===== src/rtl/blake2s_host_tx.sv =====
// Host-side driver for the BLAKE2s pin link: sends config bytes and zero-padded 64-byte blocks,
// then captures the digest bytes returned on hash/hash_finished.
module blake2s_host_tx #(
  parameter int unsigned BLOCK_GAP = 96
) (
  input  logic        clk,
  input  logic        reset,
  input  logic        start_i,
  input  logic        abort_i,
  input  logic [5:0]  kk_i,
  input  logic [5:0]  nn_i,
  input  logic [63:0] ll_i,
  input  logic        msg_v_i,
  input  logic [7:0]  msg_i,
  output logic        msg_ready_o,
  output logic        valid_o,
  output logic [1:0]  cmd_o,
  output logic [7:0]  data_o,
  input  logic        hash_finished_i,
  input  logic [7:0]  hash_i,
  output logic        hash_v_o,
  output logic [7:0]  hash_o,
  output logic [4:0]  hash_idx_o,
  output logic        busy_o,
  output logic        done_o
);

  typedef enum logic [2:0] {
    StIdle, StConf, StKey, StData, StPad, StGap, StWaitHash, StRead
  } state_e;

  localparam logic [1:0] CmdConf  = 2'd0;
  localparam logic [1:0] CmdData  = 2'd1;
  localparam logic [1:0] CmdAbort = 2'd3;

  state_e      state_q;
  logic [5:0]  kk_q;       // doubles as remaining key bytes once CONF is done
  logic [5:0]  nn_q;
  logic [63:0] rem_q;      // remaining message bytes; holds ll during CONF
  logic [3:0]  conf_idx_q;
  logic [5:0]  blk_cnt_q;
  logic [31:0] gap_cnt_q;
  logic [5:0]  rd_cnt_q;
  logic        valid_q;
  logic [1:0]  cmd_q;
  logic [7:0]  data_q;
  logic        hash_v_q;
  logic [7:0]  hash_q;
  logic [4:0]  hash_idx_q;
  logic        done_q;

  logic [3:0] conf_sel;
  logic [7:0] conf_byte;
  logic       hs;
  logic       blk_last;

  always_comb begin
    conf_sel  = conf_idx_q - 4'd2;
    conf_byte = 8'h00;
    case (conf_idx_q)
      4'd0:    conf_byte = {2'b00, kk_q};
      4'd1:    conf_byte = {2'b00, nn_q};
      default: conf_byte = rem_q[{conf_sel[2:0], 3'b000} +: 8];
    endcase
  end

  assign msg_ready_o = ((state_q == StKey) && (kk_q != 6'd0)) ||
                       ((state_q == StData) && (rem_q != 64'd0));
  assign hs          = msg_ready_o & msg_v_i;
  assign blk_last    = (blk_cnt_q == 6'd63);

  always_ff @(posedge clk or posedge reset) begin
    if (reset) begin
      state_q    <= StIdle;
      kk_q       <= '0;
      nn_q       <= '0;
      rem_q      <= '0;
      conf_idx_q <= '0;
      blk_cnt_q  <= '0;
      gap_cnt_q  <= '0;
      rd_cnt_q   <= '0;
      valid_q    <= 1'b0;
      cmd_q      <= CmdConf;
      data_q     <= '0;
      hash_v_q   <= 1'b0;
      hash_q     <= '0;
      hash_idx_q <= '0;
      done_q     <= 1'b0;
    end else begin
      valid_q  <= 1'b0;
      hash_v_q <= 1'b0;
      done_q   <= 1'b0;
      if (abort_i && (state_q != StIdle)) begin
        state_q <= StIdle;
        valid_q <= 1'b1;
        cmd_q   <= CmdAbort;
        data_q  <= 8'h00;
      end else begin
        unique case (state_q)
          StIdle: begin
            if (start_i) begin
              kk_q       <= kk_i;
              nn_q       <= nn_i;
              rem_q      <= ll_i;
              conf_idx_q <= 4'd1;
              blk_cnt_q  <= '0;
              valid_q    <= 1'b1;
              cmd_q      <= CmdConf;
              data_q     <= {2'b00, kk_i};
              state_q    <= StConf;
            end
          end
          StConf: begin
            valid_q    <= 1'b1;
            cmd_q      <= CmdConf;
            data_q     <= conf_byte;
            conf_idx_q <= conf_idx_q + 4'd1;
            if (conf_idx_q == 4'd9) begin
              // An empty job with no key goes straight to an all-zero block.
              if (kk_q != 6'd0)          state_q <= StKey;
              else if (rem_q == 64'd0)   state_q <= StPad;
              else                       state_q <= StData;
            end
          end
          StKey: begin
            if (hs) begin
              valid_q   <= 1'b1;
              cmd_q     <= CmdData;
              data_q    <= msg_i;
              blk_cnt_q <= blk_cnt_q + 6'd1;
              kk_q      <= kk_q - 6'd1;
              if (kk_q == 6'd1) state_q <= StPad;
            end
          end
          StData: begin
            if (hs) begin
              valid_q   <= 1'b1;
              cmd_q     <= CmdData;
              data_q    <= msg_i;
              blk_cnt_q <= blk_cnt_q + 6'd1;
              rem_q     <= rem_q - 64'd1;
              if (blk_last) begin
                gap_cnt_q <= '0;
                state_q   <= (rem_q == 64'd1) ? StWaitHash : StGap;
              end else if (rem_q == 64'd1) begin
                state_q <= StPad;
              end
            end else if (rem_q == 64'd0) begin
              state_q <= StPad;
            end
          end
          StPad: begin
            valid_q   <= 1'b1;
            cmd_q     <= CmdData;
            data_q    <= 8'h00;
            blk_cnt_q <= blk_cnt_q + 6'd1;
            if (blk_last) begin
              gap_cnt_q <= '0;
              state_q   <= (rem_q == 64'd0) ? StWaitHash : StGap;
            end
          end
          StGap: begin
            if (gap_cnt_q + 32'd1 >= BLOCK_GAP) state_q <= StData;
            else                                gap_cnt_q <= gap_cnt_q + 32'd1;
          end
          StWaitHash: begin
            if (hash_finished_i) begin
              hash_v_q   <= 1'b1;
              hash_q     <= hash_i;
              hash_idx_q <= 5'd0;
              rd_cnt_q   <= 6'd1;
              state_q    <= StRead;
            end
          end
          StRead: begin
            // A short hash_finished run ends the job early, still with done.
            if (hash_finished_i && (rd_cnt_q != nn_q)) begin
              hash_v_q   <= 1'b1;
              hash_q     <= hash_i;
              hash_idx_q <= rd_cnt_q[4:0];
              rd_cnt_q   <= rd_cnt_q + 6'd1;
            end else begin
              done_q  <= 1'b1;
              state_q <= StIdle;
            end
          end
        endcase
      end
    end
  end

  assign valid_o    = valid_q;
  assign cmd_o      = cmd_q;
  assign data_o     = data_q;
  assign hash_v_o   = hash_v_q;
  assign hash_o     = hash_q;
  assign hash_idx_o = hash_idx_q;
  assign busy_o     = (state_q != StIdle);
  assign done_o     = done_q;

endmodule

===== config.mk =====
export PLATFORM = sky130hd
export DESIGN_NAME = blake2s_host_tx
export DESIGN_NICKNAME = d
export VERILOG_FILES = /design/src/rtl/blake2s_host_tx.sv
export SDC_FILE = /design/constraint.sdc
export NUM_CORES = 1
export LEC_CHECK = 0
export CAP_MARGIN = 20
export CORE_ASPECT_RATIO = 2
export CORE_UTILIZATION = 32
export CTS_BUF_LIST = sky130_fd_sc_hd__clkbuf_16
export DETAILED_ROUTE_END_ITERATION = 8
export GPL_ROUTABILITY_DRIVEN = 0
export GPL_TIMING_DRIVEN = 0
export PLACE_DENSITY = 0.49
export SLEW_MARGIN = 10
export SYNTH_ARGS = -nofsm -noshare
export SYNTH_HDL_FRONTEND = slang
export SYNTH_SLANG_ARGS = --single-unit

===== constraint.sdc =====
create_clock -name clk -period 13.5 [get_ports clk]
set_input_delay 2.7 -clock clk [delete_from_list [all_inputs] [get_ports clk]]
set_output_delay 2.7 -clock clk [all_outputs]
set_load 0.01 [all_outputs]

; ---- Yosys cells after proc, flatten, opt, wreduce, memory -nomap -nowiden
; Cells that the tools add are included.
; W data, S select, Z words.
[word_totals]
out_inout_bits = 28
ff_bits = 153
elab_cells = 148
input_bits = 98
[classes]
n_eq_ne = 31
bitwise_logic = 2
shift = 1
n_lt_le_gt_ge = 1
add_sub_neg = 7
n_reduce_logical = 29
mux = 62
[ops]
columns = op, n
row1 = $mux W64, 2
row2 = $pmux W64 S2, 1
row3 = $mux W32, 3
row4 = $pmux W32 S3, 1
row5 = $eq A64 B1 Y1 const B, 1
row6 = $logic_not A64 Y1, 1
row7 = $reduce_bool A64 Y1, 1
row8 = $shiftx A64 B7 Y8, 1
row9 = $sub A64 B1 Y64 const B, 1
row10 = $mux W3, 15
row11 = $mux W8, 5
row12 = $mux W6, 6
row13 = $add A32 B1 Y32 const B, 1
row14 = $ge A32 B7 Y1 const B, 1
row15 = $pmux W8 S2, 2
row16 = $pmux W8 S4, 1
row17 = $pmux W3 S8, 1
row18 = $pmux W6 S2, 2
row19 = $reduce_and A4 Y1, 5
row20 = $ne A3 B3 Y1 const B, 6
row21 = $pmux W6 S3, 1
row22 = $add A6 B1 Y6 const B, 2
row23 = $eq A3 B3 Y1 const B, 4
row24 = $ne A2 B2 Y1 const B, 6
row25 = 37 further kinds, 63

; ---- Longest topological paths before layout
[logic_depth]
ltp_word = 7
ltp_mapped = 11

; ---- Worst setup path after synthesis
; No wires, ideal clock.
[synth_timing]
kind = register -> output
start = reg rem_q[44]
end = out msg_ready_o
path_slack_ns = 8.778
arrival_time_ns = 2.022
stages_incl_launch_ff = 7
path_cell_list = dfrtp_1 or4_4 or3_1 buf_2 nor4_4 and3_1 o22ai_1
[synth_via]
elab_chain_cells = 3
[synth_lines]
columns = element, line
row1 = start: declaration, 39  ; logic [63:0] rem_q;
row2 = start signal: assignment, 104  ; rem_q <= ll_i;
row3 = start signal: assignment, 141  ; rem_q <= rem_q - 64'd1;
row4 = $reduce_bool A64 Y1, 68  ; ((state_q == StData) && (rem_q != 64'd0));
row5 = $logic_and A1 B1 Y1, 68
row6 = $logic_or A1 B1 Y1, 67  ; assign msg_ready_o = ((state_q == StKey) && (kk_q != 6'd0)) ||
row7 = end: declaration, 15  ; output logic msg_ready_o,
; Every way passes these cells.

; ---- Final worst setup path
[layout_timing]
start = reg rem_q[10]
end = out msg_ready_o
; Same word-level chain as after synthesis.

==> flow_metrics.env <==
export IMPL_status="finished, violations left"
export IMPL_violations="DRC"
export IMPL_fmax_mhz=151.4
export IMPL_min_path_type="flop to flop"
export IMPL_tritoncts="built"
export IMPL_crit_path_end_kind="output port"
export IMPL_drc=18
export IMPL_irDropWorstVdd_mv=0.1036
export IMPL_power_switching_mw=1.066
export IMPL_grtUsageTotal_pct=26.29
export IMPL_ctsHtreeMaxLevel=4
export IMPL_cts_sinks=153
export IMPL_r2r_setup_slack_ps=9120
export IMPL_route_met2_wl_um=21210
export IMPL_worstPathCellList="nor4_1 > nand4_1 > nor3_2 > and3_1 > o22ai_1 > clkdlybuf4s50_1"
export IMPL_die_w_um=124.8
export IMPL_worst_pin_slew_ps=1013
export IMPL_p_sw_share_pct=45.24
export IMPL_wl_per_cell_um=23.95
export IMPL_min_path_cells=2
export IMPL_synthFlopType="dfrtp_1"
export IMPL_async_flop_share_pct=100.0
export IMPL_power_density_nw_per_um2=197.0
export IMPL_ys_seq_area_share_pct=39.69
export IMPL_synth_area_leaders="dfrtp_1, o21ai_0, a21oi_1"
export IMPL_period_needed_ps=6604
export IMPL_post_cts_resized=0
export IMPL_synth_nets=1238
export IMPL_yosys_area_top_type="dfrtp_1"
export IMPL_r2r_end="rem_q[50]$_DFFE_PP0P_"
export IMPL_avgViaCountPerCell=5.944
export IMPL_synth_cell_types=71
export IMPL_crit_path_start_kind="flop"
export IMPL_post_route_util_pct=40.37
export IMPL_path_max_fanout=9
export IMPL_clk_latency_ps=450
export IMPL_critPathCapture="msg_ready_o"
export IMPL_yosys_warnings=0
export IMPL_drtIter0Drc=666
export IMPL_hold_violations=0
export IMPL_cp_slowest_cell="nor4_1"
export IMPL_final_cell_mix="dfrtp_1, clkdlybuf4s50_1, nand2_1, o21ai_0, nor2_1"
export IMPL_grt_pass1_wl_um=60070
export IMPL_die_area_um2=30890
export IMPL_finClkSkew_ps=10.76
export IMPL_antenna_left=0
export IMPL_post_route_period_util_pct=48.92
export IMPL_fillCellCount=3095
export IMPL_final_common_cell="dfrtp_1"
export IMPL_drive_gt1_share_pct=6.216
export IMPL_antenna_found_initial=0
export IMPL_grt_max_degree=98
export IMPL_vias=9813
export IMPL_synthCells=1129
export IMPL_areaGrowthSynthToFinish_pct=23.94
export IMPL_core_um2=29620
export IMPL_slew_violations=0
export IMPL_start_util_pct=32.57
export IMPL_dpl_hpwl_um=30440
export IMPL_max_cap_viol_count=0
export IMPL_synth_seq_cells=153
export IMPL_max_slew_margin_pct=31.82
export IMPL_rows=89
export IMPL_met3WireLength_um=1593
export IMPL_r2r_start="rem_q[10]$_DFFE_PP0P_"
export IMPL_p_leak_nw=4.542
export IMPL_numCtsBuffers=17
export IMPL_setup_violations=0
export IMPL_chipHeight_um=247.5
export IMPL_cp_startpoint="rem_q[10]$_DFFE_PP0P_"
export IMPL_cp_required_ps=10800
export IMPL_p_clk_share_pct=20.4
export IMPL_synth_edf_count=0
export IMPL_critPathArrivalTime_ps=3900
export IMPL_cts_buffer_depth=2
export IMPL_cts_setup_buffers=0
export IMPL_diodes=0
export IMPL_grt_pass1_vias=9968
export IMPL_wirelength_um=39540
export IMPL_p_comb_share_pct=43.9
export IMPL_cts_reportedPaths_clkPinSlew_ps=70
export IMPL_ios=126
export IMPL_rsz0062_at_grt="false"
export IMPL_ctsHoldBuffers=0
export IMPL_seq_power_share_pct=35.7
export IMPL_fin_setup_tns_ps=0
export IMPL_placement_io_buffers=125
export IMPL_p_int_mw=1.290
export IMPL_path_class="flop to output port"
export IMPL_netlist_area_um2=9647
export IMPL_ff2ff_path_depth=8
export IMPL_gr_total_overflow=0
export IMPL_postSynthAreaPerCell_um2=8.545
export IMPL_synth_top_area_share_pct=39.69
export IMPL_cts_root_buf="clkbuf_16"
export IMPL_topRoutingLayerUsed="met4"
export IMPL_max_stage_delay_ps=820
export IMPL_drt_pass1_iter_count=8
export IMPL_m1WireLength_um=13480
export IMPL_layout_nets=1383
layer usage:
metal	global-route usage, %	vias up
li1	-	4504
met1	25.32	4787
met2	49.45	391
met3	3.406	131
met4	22.55	0
met5	0	-
cell usage after synthesis (4+ instances only):
library cell	number
nand4b_1	4
or4_1	9
mux4_2	16
nor2_1	92
nand2b_1	4
a221oi_1	12
o22ai_1	22
or3_1	18
nor3_1	51
xnor2_1	16
mux2i_1	14
ha_1	11
a22o_1	7
o211ai_1	11
nand2_1	115
nor3b_1	9
a22oi_1	17
or2_2	6
inv_1	29
dfrtp_1	153
nand4_1	24
o2bb2ai_1	8
o21ai_0	113
and4_1	4
clkbuf_1	59
nor4_1	26
a31oi_1	18
a211oi_1	9
xor2_1	7
nand3_1	37
buf_1	4
nand3b_1	4
o31ai_1	4
and2_1	31
o22a_1	6
a21oi_1	88
mux2_2	7
and3_1	12
registers in the layout, indices dropped and copies added (netlist names):
name and count:
rem_q 64, gap_cnt_q 32, data_o 8, hash_o 8
blk_cnt_q 6, kk_q 6, nn_q 6, rd_cnt_q 6
hash_idx_o 5, conf_idx_q 4, state_q 3, cmd_o 2
done_o 1, hash_v_o 1, valid_o 1
per-stage QoR:
step	hold WS (ps)	total power [mW]	cells	cell area (um2)	setup WS [ps]
2_1_floorplan	471.3	1.425	1129	9647	6679
3_3_place_gp	460.4	1.848	1618	11350	4019
3_5_place_dp	466.0	1.861	1619	11390	7510
4_1_cts	481.9	2.348	1651	11960	6998
5_1_grt	505.0	2.497	1651	11960	6804
6_report	475.9	2.356	1651	11960	6896
layout make-up:
type | instances | area, um2 | area share [%]
Clock inverter | 15 | 142.6 | 1.193
Clock buffer | 17 | 425.4 | 3.558
Timing Repair Buffer | 126 | 1279 | 10.69
Multi-Input combinational cell | 878 | 5435 | 45.46
Inverter | 31 | 123.9 | 1.036
Sequential cell | 153 | 3829 | 32.02
Tap cell | 364 | 455.4 | 3.809
Buffer | 67 | 266.5 | 2.229
power by group through the flow:
| stage | combinational [mW] | clock, mW | sequential, mW |
|---|---|---|---|
| after floorplan | 0.664 | 0 | 0.761 |
| after global placement | 1.01 | 0 | 0.837 |
| after detailed placement | 1.02 | 0 | 0.838 |
| after CTS | 1.02 | 0.492 | 0.832 |
| after global routing | 1.13 | 0.511 | 0.860 |
| final | 1.03 | 0.480 | 0.841 |
worst max-delay path, delay by kind of cell (launching register included):
| kind | cells | cell delay, ps |
|---|---|---|
| flops | 1 | 430 |
| simple gates | 4 | 2330 |
| compound gates | 1 | 140 |
| buf+inv | 1 | 540 |
kinds of logic after synthesis:
family | Yosys count | synth area share, %
simple gates | 459 | 24.47
compound gates | 348 | 22.35
flops | 153 | 39.69
buf+inv | 98 | 3.969
mux | 37 | 6.005
xor+xnor | 23 | 2.088
fa+ha+maj | 11 | 1.427
worst min path at each step:
stage	startpoint	to
CTS	hash_o[4]$_DFFE_PP0P_	hash_o[4]$_DFFE_PP0P_
finish	hash_o[6]$_DFFE_PP0P_	hash_o[6]$_DFFE_PP0P_
global route	hash_o[7]$_DFFE_PP0P_	hash_o[7]$_DFFE_PP0P_
global placement	hash_o[5]$_DFFE_PP0P_	hash_o[5]$_DFFE_PP0P_
floorplan	rd_cnt_q[5]$_DFFE_PP0P_	rd_cnt_q[5]$_DFFE_PP0P_
detailed placement	hash_o[4]$_DFFE_PP0P_	hash_o[4]$_DFFE_PP0P_
(Power assumes the default switching activity.)
